## src/rtl/decoder38_pkg.sv

```systemverilog
// -----------------------------------------------------------------------------
// decoder38_pkg
// Shared types and helpers for the decoder38 family of blocks.
//   state_t   : scan controller state encoding (IDLE, BLANK, DRIVE)
//   ALL_OFF   : active-low 8-line output with every line inactive
//   onehot_n  : active-low one-hot decode of a 3-bit select
// -----------------------------------------------------------------------------
package decoder38_pkg;

    typedef enum logic [1:0] {
        IDLE  = 2'd0,
        BLANK = 2'd1,
        DRIVE = 2'd2
    } state_t;

    localparam logic [7:0] ALL_OFF = 8'hFF;

    // Active-low one-hot: exactly line 'sel' is pulled low.
    function automatic logic [7:0] onehot_n(input logic [2:0] sel);
        return ~(8'b0000_0001 << sel);
    endfunction

endpackage : decoder38_pkg

```

## src/rtl/decoder38_next_pos.sv

```systemverilog
// -----------------------------------------------------------------------------
// decoder38_next_pos
// Combinational rotate-priority finder. Returns the lowest set mask bit
// strictly above 'sel'; when there is none, the lowest set bit overall.
// Ports:
//   i_sel  [2:0] : current position
//   i_mask [7:0] : enabled positions
//   o_nxt  [2:0] : next enabled position (0 when mask is empty)
//   o_wrap       : next position is at or below the current one
//   o_any        : mask has at least one bit set
// -----------------------------------------------------------------------------
module decoder38_next_pos (
    input  logic [2:0] i_sel,
    input  logic [7:0] i_mask,
    output logic [2:0] o_nxt,
    output logic       o_wrap,
    output logic       o_any
);

    logic [2:0] w_above;
    logic       w_found_above;
    logic [2:0] w_lowest;

    // Scan from the top down so the last match seen is the lowest index.
    always_comb begin
        w_above       = 3'd0;
        w_found_above = 1'b0;
        w_lowest      = 3'd0;
        for (int i = 7; i >= 0; i--) begin
            if (i_mask[i]) begin
                w_lowest = 3'(i);
                if (3'(i) > i_sel) begin
                    w_above       = 3'(i);
                    w_found_above = 1'b1;
                end else begin
                    w_found_above = w_found_above;
                end
            end else begin
                w_lowest = w_lowest;
            end
        end
    end

    // Select above-match first, otherwise wrap to the lowest set bit.
    always_comb begin
        o_any = |i_mask;
        if (w_found_above) begin
            o_nxt = w_above;
        end else begin
            o_nxt = w_lowest;
        end
        // A single-bit mask returns to itself, which also counts as a wrap.
        if (o_any && (o_nxt <= i_sel)) begin
            o_wrap = 1'b1;
        end else begin
            o_wrap = 1'b0;
        end
    end

endmodule : decoder38_next_pos

```

## src/rtl/decoder38_scan_ctrl.sv

```systemverilog
// -----------------------------------------------------------------------------
// decoder38_scan_ctrl
// Time-multiplexed scan controller. Steps through the enabled positions of
// i_mask in ascending order, wrapping around; each position is preceded by
// BLANK_CYC all-off cycles and then driven for max(i_dwell,1) cycles.
// Ports:
//   i_clk    : clock, rising edge
//   i_rst    : synchronous active-high reset
//   i_en     : scan enable (level)
//   i_mask   : bit k enables position k
//   i_dwell  : drive cycles per position, 0 behaves as 1
//   o_sel    : current position index
//   o_y      : active-low one-hot output, 8'hFF while blanked/idle
//   o_blank  : high whenever o_y is 8'hFF
//   o_frame  : one-cycle pulse on the wrap transition
// -----------------------------------------------------------------------------
module decoder38_scan_ctrl
    import decoder38_pkg::*;
#(
    parameter int CNT_W     = 16,
    parameter int BLANK_CYC = 4
) (
    input  logic             i_clk,
    input  logic             i_rst,
    input  logic             i_en,
    input  logic [7:0]       i_mask,
    input  logic [CNT_W-1:0] i_dwell,
    output logic [2:0]       o_sel,
    output logic [7:0]       o_y,
    output logic             o_blank,
    output logic             o_frame
);

    localparam logic [CNT_W-1:0] CNT_ZERO   = {CNT_W{1'b0}};
    localparam logic [CNT_W-1:0] CNT_ONE    = {{(CNT_W-1){1'b0}}, 1'b1};
    localparam logic [CNT_W-1:0] BLANK_LOAD = CNT_W'(BLANK_CYC - 1);

    state_t           r_state;
    logic [CNT_W-1:0] r_cnt;
    logic [2:0]       r_sel;
    logic [7:0]       r_y;
    logic             r_blank;
    logic             r_frame;

    state_t           w_state_nxt;
    logic [CNT_W-1:0] w_cnt_nxt;
    logic [2:0]       w_sel_nxt;
    logic [7:0]       w_y_nxt;
    logic             w_blank_nxt;
    logic             w_frame_nxt;

    logic [2:0]       w_np_sel;
    logic [2:0]       w_np_nxt;
    logic             w_np_wrap;
    logic             w_np_any;
    logic [CNT_W-1:0] w_dwell_load;

    // From IDLE, searching above position 7 finds nothing, so the finder
    // falls back to the lowest set bit: one instance serves both cases.
    assign w_np_sel = (r_state == IDLE) ? 3'd7 : r_sel;

    decoder38_next_pos u_next_pos (
        .i_sel  (w_np_sel),
        .i_mask (i_mask),
        .o_nxt  (w_np_nxt),
        .o_wrap (w_np_wrap),
        .o_any  (w_np_any)
    );

    // Dwell of zero is promoted to a single drive cycle.
    always_comb begin
        if (i_dwell == CNT_ZERO) begin
            w_dwell_load = CNT_ZERO;
        end else begin
            w_dwell_load = i_dwell - CNT_ONE;
        end
    end

    // Next-state and next-output logic for the scan FSM.
    always_comb begin
        w_state_nxt = r_state;
        w_cnt_nxt   = r_cnt;
        w_sel_nxt   = r_sel;
        w_y_nxt     = r_y;
        w_blank_nxt = r_blank;
        w_frame_nxt = 1'b0;

        if (!i_en || !w_np_any) begin
            // Disable or empty mask abandons the scan from any state.
            w_state_nxt = IDLE;
            w_cnt_nxt   = CNT_ZERO;
            w_y_nxt     = ALL_OFF;
            w_blank_nxt = 1'b1;
        end else begin
            case (r_state)
                IDLE: begin
                    w_state_nxt = BLANK;
                    w_sel_nxt   = w_np_nxt;
                    w_cnt_nxt   = BLANK_LOAD;
                    w_y_nxt     = ALL_OFF;
                    w_blank_nxt = 1'b1;
                end
                BLANK: begin
                    if (r_cnt == CNT_ZERO) begin
                        w_state_nxt = DRIVE;
                        w_cnt_nxt   = w_dwell_load;
                        w_y_nxt     = onehot_n(r_sel);
                        w_blank_nxt = 1'b0;
                    end else begin
                        w_cnt_nxt   = r_cnt - CNT_ONE;
                    end
                end
                DRIVE: begin
                    // Losing the current mask bit ends the dwell immediately.
                    if ((r_cnt == CNT_ZERO) || !i_mask[r_sel]) begin
                        w_state_nxt = BLANK;
                        w_sel_nxt   = w_np_nxt;
                        w_frame_nxt = w_np_wrap;
                        w_cnt_nxt   = BLANK_LOAD;
                        w_y_nxt     = ALL_OFF;
                        w_blank_nxt = 1'b1;
                    end else begin
                        w_cnt_nxt   = r_cnt - CNT_ONE;
                    end
                end
                default: begin
                    w_state_nxt = IDLE;
                    w_cnt_nxt   = CNT_ZERO;
                    w_y_nxt     = ALL_OFF;
                    w_blank_nxt = 1'b1;
                end
            endcase
        end
    end

    // State and output registers with synchronous reset.
    always_ff @(posedge i_clk) begin
        if (i_rst) begin
            r_state <= IDLE;
            r_cnt   <= CNT_ZERO;
            r_sel   <= 3'd0;
            r_y     <= ALL_OFF;
            r_blank <= 1'b1;
            r_frame <= 1'b0;
        end else begin
            r_state <= w_state_nxt;
            r_cnt   <= w_cnt_nxt;
            r_sel   <= w_sel_nxt;
            r_y     <= w_y_nxt;
            r_blank <= w_blank_nxt;
            r_frame <= w_frame_nxt;
        end
    end

    assign o_sel   = r_sel;
    assign o_y     = r_y;
    assign o_blank = r_blank;
    assign o_frame = r_frame;

endmodule : decoder38_scan_ctrl
```

## config.mk

```make
export PLATFORM = sky130hd
export DESIGN_NAME = decoder38_scan_ctrl
export DESIGN_NICKNAME = d
export VERILOG_FILES = /design/src/rtl/decoder38_pkg.sv /design/src/rtl/decoder38_next_pos.sv /design/src/rtl/decoder38_scan_ctrl.sv
export SDC_FILE = /design/constraint.sdc
export NUM_CORES = 1
export LEC_CHECK = 0
export BUFFER_PORTS_ARGS = -buffer_cell sky130_fd_sc_hd__buf_2
export CORE_MARGIN = 4
export CORE_UTILIZATION = 50
export DETAILED_ROUTE_END_ITERATION = 10
export PLACE_DENSITY_LB_ADDON = 0.15
export SLEW_MARGIN = 0
export SYNTH_ARGS = -nofsm -noshare
export SYNTH_HDL_FRONTEND = slang
export SYNTH_SLANG_ARGS = --single-unit
```

## constraint.sdc

```tcl
create_clock -name i_clk -period 2.18 [get_ports i_clk]
set_input_delay 0.109 -clock i_clk [delete_from_list [all_inputs] [get_ports i_clk]]
set_output_delay 0.109 -clock i_clk [all_outputs]
set_load 0.02 [all_outputs]
```

==> metrics.md, run 1 <==
| Metric | Value |
|---|---|
| Via count | `between 2000 and 2500` |
| Die H | `about 73 µm` |
| Clk Latency, worst-skew pair | `0.28 ns` |
| Post-synth EDFFs | `0` |
| Mean routed wirelength per cell | `15.3 µm` |
| Die ar. | `~5300 µm²` |
| Area grow syn2layout | `37.0%` |
| Clk root buf | `clkbuf_8` |
| Total gr overflow | `0` |
| PortBufs | `39` |
| Ports | `40` |
| Final Wtd Congestion | `0.935` |
| Critical Path RT | `around 2.4 ns` |
| Hold crit path type | `input port to register` |
| VDD IR max | `0.322 mV` |
| RR Startpoint | `r_state[1]$_SDFFE_PP0P_` |
| Yosys warning count | `0` |
| Post-DP HPWL | `4.42 mm` |
| Chip Width | `72.9 µm` |
| Site Rows | `23` |
| Clock skew | `slightly below 0.008 ns` |
| Final min period | `between 2 and 2.5 ns` |
| Setup CP Type | `register to register` |
| Layout cell share with drive strength beyond 1 | `37.2%` |
| Post-synthesis net count | `285` |
| Area contributors post-synth | `dfxtp_1 (30%), xnor2_1 (7.9%), nor2_1 (4.6%)` |
| Average cell area after synthesis | `around 8.3 µm²` |
| Place WS | `-0.108 ns` |
| Setup violations, final | `0` |
| CTS Hold Buffers Added | `0` |
| Critical-path top delay cell | `dfxtp_1` |
| Most frequent cells after synthesis | `dfxtp_1 (31), nor2_1 (26), xnor2_1 (19), a21oi_1 (13)` |
| Final worst slack | `0.00542 ns` |
| Main synth FF type | `dfxtp_1` |
| Routed Antenna Nets | `0` |
| Syn Std Cell Area | `roughly 2100 µm²` |
| Yosys reg bits | `31` |
| Vias in the first global route | `between 2000 and 2500` |
| Initial Util | `between 50% and 60%` |
| Worst-path cell chain | `or2_4 -> a32o_2 -> nand2b_4 -> o32ai_2 -> ha_1 -> a21o_1 -> a21oi_1 -> a31oi_1 -> nor4_1` |
| R2R cell count | `9` |
| Fillers | `332` |
| R2R Setup Slk | `between 0.005 and 0.006 ns` |
| Most frequent cell after synthesis | `dfxtp_1` |
| Run status | `finished, final reports clean` |
| Layout net count | `about 360` |
| Clock tree buffer depth | `2` |
| CP startpoint kind | `register` |
| TritonCTS clock tree | `built` |
| Seq/Total Area, Yosys | `29.5%` |
| DR DRC count | `0` |
| Initial antenna violation count | `0` |
| Routed WL | `5.85 mm` |
| Worst-margin pin slew | `0.427 ns` |
| Fraction of synthesized cell area taken by the top area cell type | `29.5%` |
| Hold Crit Depth | `2` |
| Synth cell types | `between 50 and 60` |
| CTS clock-pin slew for the worst setup and hold paths | `0.07 ns` |
| Max-slew violations | `0` |
| DRT Pass-1 Iters | `4` |
| # diodes | `0` |
| Max-Cap Viols | `0` |
| Critical Path Max Stage Delay | `0.32 ns` |
| RSZ-0062 raised after global routing | `true` |
| Period utilisation layout | `99.8%` |
| Total power per unit cell area | `643 nW/µm²` |
| H-tree levels | `2` |
| Hold path endpoint | `o_sel[1]$_SDFFE_PP0P_` |
| Critical hold path startpoint | `i_rst` |
| GRT Overall Usage | `23.0%` |
| DR vias/cell | `about 5.7` |
| Sinks on Clock Net | `31` |
| Max Freq | `approximately 460 MHz` |
| CP endpoint kind | `register` |
| Critical R2R Capture | `o_frame$_SDFF_PP0_` |
| Num CTS Buffers | `5` |
| Core outline area | `between 4000 and 5000 µm²` |
| Critical Path AT | `2.37 ns` |
| Gate count after technology mapping | `252` |
| Async SR Flop Fraction | `0%` |
| First-pass GRT wire length | `9.65 mm` |
| Initial detailed-routing violation count | `113` |
| Worst hold margin | `0.0668 ns` |
| Pin count of the biggest net entering global routing | `20` |
| Final Hold Fails | `0` |
| Max transition margin | `71.2%` |
| Crit Path Max Fanout | `5` |
| Post-synth top area cell | `dfxtp_1` |
| P_leak | `1.20 nW` |
==> placed cells by master, fill, tap and decap left out, types with 4 or more instances in the layout <==
| cell | n |
|---|---|
| xor2_1 | 8 |
| o21ai_0 | 7 |
| o32a_1 | 4 |
| nand2_1 | 10 |
| inv_1 | 10 |
| dfxtp_1 | 28 |
| nand2b_1 | 7 |
| nor2_1 | 26 |
| or4_1 | 4 |
| a31oi_1 | 4 |
| clkbuf_8 | 5 |
| buf_2 | 39 |
| a21oi_1 | 12 |
| o22ai_1 | 9 |
| buf_4 | 35 |
| ha_1 | 5 |
| xnor2_1 | 19 |
| nor3_1 | 11 |
| nor4_1 | 7 |
==> cell type report <==
type / count / area [µm²] / area share [%]
Multi-Input combinational cell: 203 / 1530 / 53.1
Tap cell: 50 / 62.6 / 2.17
Sequential cell: 31 / 629 / 21.8
Clock buffer: 6 / 72.6 / 2.52
Timing Repair Buffer: 79 / 537 / 18.6
Clock inverter: 2 / 12.5 / 0.434
Inverter: 10 / 37.5 / 1.30
==> worst max-delay path, delay by kind of cell (launching register included) <==
family | cells | cell delay, ns
adder cells (fa/ha/maj) | 1 | 0.29
AO/OA/AOI/OAI | 5 | 0.90
AND/OR/NAND/NOR | 3 | 0.58
flip-flops | 1 | 0.32
==> routing by layer <==
| metal | wire length [µm] | vias up | part of all wire (%) | global-route usage (%) |
|---|---|---|---|---|
| met5 | 0 | - | 0 | 0 |
| met4 | 46 | 0 | 0.79 | 8.20 |
| met3 | 288 | 5 | 4.9 | 5.51 |
| met2 | 2850 | 45 | 49 | 37.0 |
| met1 | 2660 | 1033 | 46 | 29.9 |
| li1 | - | 1089 | - | - |
==> worst max path at each step <==
stage,start,to,slack (ns),cells past startpoint
floorplan,o_sel[0]$_SDFFE_PP0P_,o_frame$_SDFF_PP0_,0.006,10
detailed placement,r_state[1]$_SDFFE_PP0P_,o_frame$_SDFF_PP0_,-0.11,9
finish,r_state[1]$_SDFFE_PP0P_,o_frame$_SDFF_PP0_,0.005,9
global route,r_state[1]$_SDFFE_PP0P_,o_frame$_SDFF_PP0_,-0.16,12
CTS,o_sel[1]$_SDFFE_PP0P_,o_frame$_SDFF_PP0_,0.00001,9
global placement,r_state[1]$_SDFFE_PP0P_,o_frame$_SDFF_PP0_,-0.02,9
==> cells by family after synthesis <==
logic type / count (synthesis) / share of synthesized area (%)
xor gates and xnor gates: 27 / 11.2
buffers and inverters: 18 / 3.33
DFF: 31 / 29.5
adders and majority gates: 6 / 3.57
muxes: 5 / 3.93
and+or+nand+nor: 99 / 26.5
AOI/OAI and AO/OA: 66 / 22.0
==> registers in the layout (all words and copies together), names as in the netlist <==
name     cells
o_blank      1
r_state      2
r_cnt       16
o_sel        3
o_frame      1
o_y          8
==> timing repair <==
item / in CTS / in global routing
pin swaps: 2 / 5
cloned: 0 / 1
setup endpoints to repair: 1 / 26
hold endpoints to repair: 0 / 0
setup buffers: 3 / 2
gates resized for setup: 8 / 21
==> where the power goes <==
group,internal (mW),total (mW),switching (mW)
Sequential,0.594,0.627,0.0328
Combinational,0.407,0.790,0.383
Clock,0.223,0.436,0.214
Total,1.22,1.85,0.629
==> metrics by stage <==
| step | cells | utilization [%] | TNS [ns] | cell area [µm²] | power (mW) |
|---|---|---|---|---|---|
| 2_1_floorplan | 252 | - | 0 | 2130 | 1.06 |
| 3_3_place_gp | 367 | 64.8 | -0.0169 | 2610 | 1.31 |
| 3_5_place_dp | 367 | 64.8 | -0.108 | 2610 | 1.31 |
| 4_1_cts | 378 | 68.3 | 0 | 2750 | 1.79 |
| 5_1_grt | 381 | 71.5 | -0.329 | 2880 | 1.97 |
| 6_report | 381 | 71.5 | 0 | 2880 | 1.85 |
Note: power is estimated with default switching activity, not from simulation.
==> run 2, diff against run 1 <==
- CORE_UTILIZATION: 50 -> 45
==> metrics.md, run 2 (synthesis results as in run 1) <==
| Metric | Value |
|---|---|
| Sw Ratio | `roughly 33%` |
| Routed WL | `between 5 and 6 mm` |
| Layout cell share with drive strength beyond 1 | `a little over a third` |
| Flop pwr share | `31.9%` |
| Area grow syn2layout | `36.6%` |
| RSZ-0062 raised after global routing | `true` |
| Total chip power | `1.97 mW` |
| Die H | `76.4 µm` |
| Place WS | `-0.0992 ns` |
| Clk root buf | `clkbuf_8` |
| Post-DP HPWL | `4.20 mm` |
| Critical Path RT | `2.37 ns` |
| Max FFs per register | `16` |
| R2R Setup Slk | `-0.007 ns` |
| TritonCTS clock tree | `built` |
| CP endpoint kind | `register` |
| Core outline area | `4440 µm²` |
| Worst-margin pin slew | `0.507 ns` |
| H-tree levels | `2` |
| Final Hold Fails | `0` |
| Worst hold margin | `0.0450 ns` |
| Routed Antenna Nets | `0` |
| Crit Path Max Fanout | `5` |
| Die ar. | `5830 µm²` |
| Max Freq | `between 400 and 500 MHz` |
| Vias in the first global route | `~1900` |
| Mean routed wirelength per cell | `roughly 15 µm` |
| Combinational power share | `38.8%` |
| Site Rows | `24` |
| Most common cell after layout, fill and taps aside | `buf_2` |
| Layout net count | `357` |
| Critical Path AT | `2.38 ns` |
| Total gr overflow | `0` |
| Switching Power | `648 µW` |
| CP startpoint kind | `register` |
| Setup CP Type | `register to register` |
| Via count | `2131` |
| Final Cell Area | `between 2000 and 3000 µm²` |
| Clock power frac | `29.3%` |
| Final Wtd Congestion | `0.883` |
| Clock tree buffer depth | `2` |
| CTS Hold Buffers Added | `0` |
| Hold crit path type | `input port to register` |
| Reg with most FFs | `r_cnt` |
| Initial Util | `47.3%` |
| # diodes | `0` |
| Period utilisation layout | `100%` |
| Num CTS Buffers | `5` |
| Final worst slack | `-0.00676 ns` |
| Clock skew | `a little under 0.005 ns` |
| Commonest non-fill, non-tap cells in the layout | `buf_2 (39), buf_4 (30), dfxtp_1 (27), nor2_1 (26), xnor2_1 (19)` |
| Int Pwr | `about 1.3 mW` |
| VDD IR max | `0.446 mV` |
| GRT Overall Usage | `18.7%` |
| Run status | `finished, violations left` |
| DR vias/cell | `5.65` |
| Sinks on Clock Net | `31` |
| Max-slew violations | `0` |
| CTS clock-pin slew for the worst setup and hold paths | `roughly 0.070 ns` |
| First-pass GRT wire length | `9.00 mm` |
| Max transition margin | `66.1%` |
| Setup_tns | `-0.00676 ns` |
| DRT Pass-1 Iters | `4` |
| Chip Width | `76.4 µm` |
| Final min period | `2.19 ns` |
| Max-Cap Viols | `0` |
| Setup violations, final | `1` |
| Initial antenna violation count | `0` |
| PortBufs | `39` |
| Ports | `40` |
| Area after DPL | `2590 µm²` |
| Total power per unit cell area | `685 nW/µm²` |
| Initial detailed-routing violation count | `84` |
| Pin count of the biggest net entering global routing | `20` |
| Failing checks | `setup timing` |
| P_leak | `1.19 nW` |
| Clk Latency, worst-skew pair | `between 0.2 and 0.3 ns` |
| DR DRC count | `0` |
## run 2: cell types whose count changed in the layout (fill, tap and decap cells not counted), sizes merged
cell / change
bufinv: +1
clkinvlp: -1
buf: -5
clkinv: +1
clkbuf: -2
## run 2: worst paths after layout
path                           start               endpoint  cells past startpoint
min reg2reg      o_y[5]$_SDFFE_PP1P_    o_y[5]$_SDFFE_PP1P_                      1
max reg2reg  r_state[1]$_SDFFE_PP0P_     o_frame$_SDFF_PP0_                      9
max          r_state[1]$_SDFFE_PP0P_     o_frame$_SDFF_PP0_                      9
min                            i_rst  o_sel[1]$_SDFFE_PP0P_                      2
## run 2: power groups by stage
| stage | clock (mW) | combinational (mW) | sequential [mW] |
|---|---|---|---|
| 2_1_floorplan | 0 | 0.419 | 0.639 |
| 3_3_place_gp | 0 | 0.650 | 0.637 |
| 3_5_place_dp | 0 | 0.654 | 0.638 |
| 4_1_cts | 0.594 | 0.680 | 0.625 |
| 5_1_grt | 0.618 | 0.833 | 0.634 |
| 6_report | 0.577 | 0.765 | 0.628 |
## run 2: metal layers
| metal | vias to the layer above | part of all wire (%) | track usage [%] |
|---|---|---|---|
| met5 | - | 0 | 0 |
| li1 | 1087 | - | - |
| met1 | 990 | 47 | 26.4 |
| met2 | 45 | 47 | 28.2 |
| met3 | 9 | 4.1 | 3.55 |
| met4 | 0 | 1.6 | 6.88 |
## run 2: worst max-delay path, cell delays in order, from the launching register on
cell and delay [ns]:
dfxtp_1 0.32, or2_4 0.28, a32o_2 0.29, a311oi_4 0.26, o32ai_4 0.13, ha_1 0.31, a21o_1 0.17, a21oi_2 0.13
a31oi_1 0.05, nor4_1 0.16
## run 2: repair_timing
item / CTS / global route
setup endpoints to repair: 1 / 18
setup buffers: 1 / 2
gates resized for setup: 7 / 26
pin swaps: 3 / 13
endpoints found under the hold margin: 0 / 0
## run 2: metrics by stage
| stage | util, % | std cells |
|---|---|---|
| 5_1_grt | 64.7 | 377 |
| 6_report | 64.7 | 377 |
| 3_5_place_dp | 58.2 | 366 |
| 3_3_place_gp | 58.2 | 366 |
| 4_1_cts | 61.6 | 375 |
| 2_1_floorplan | - | 252 |
## run 2: area by class of cell
class	instances	area, µm²
fill	389	1570
clock inverter	3	43.8
clock buffer	5	68.8
sequential	31	631
inverter	10	37.5
multi-input combinational	203	1550
timing repair buffer	73	474
tap	52	65.1
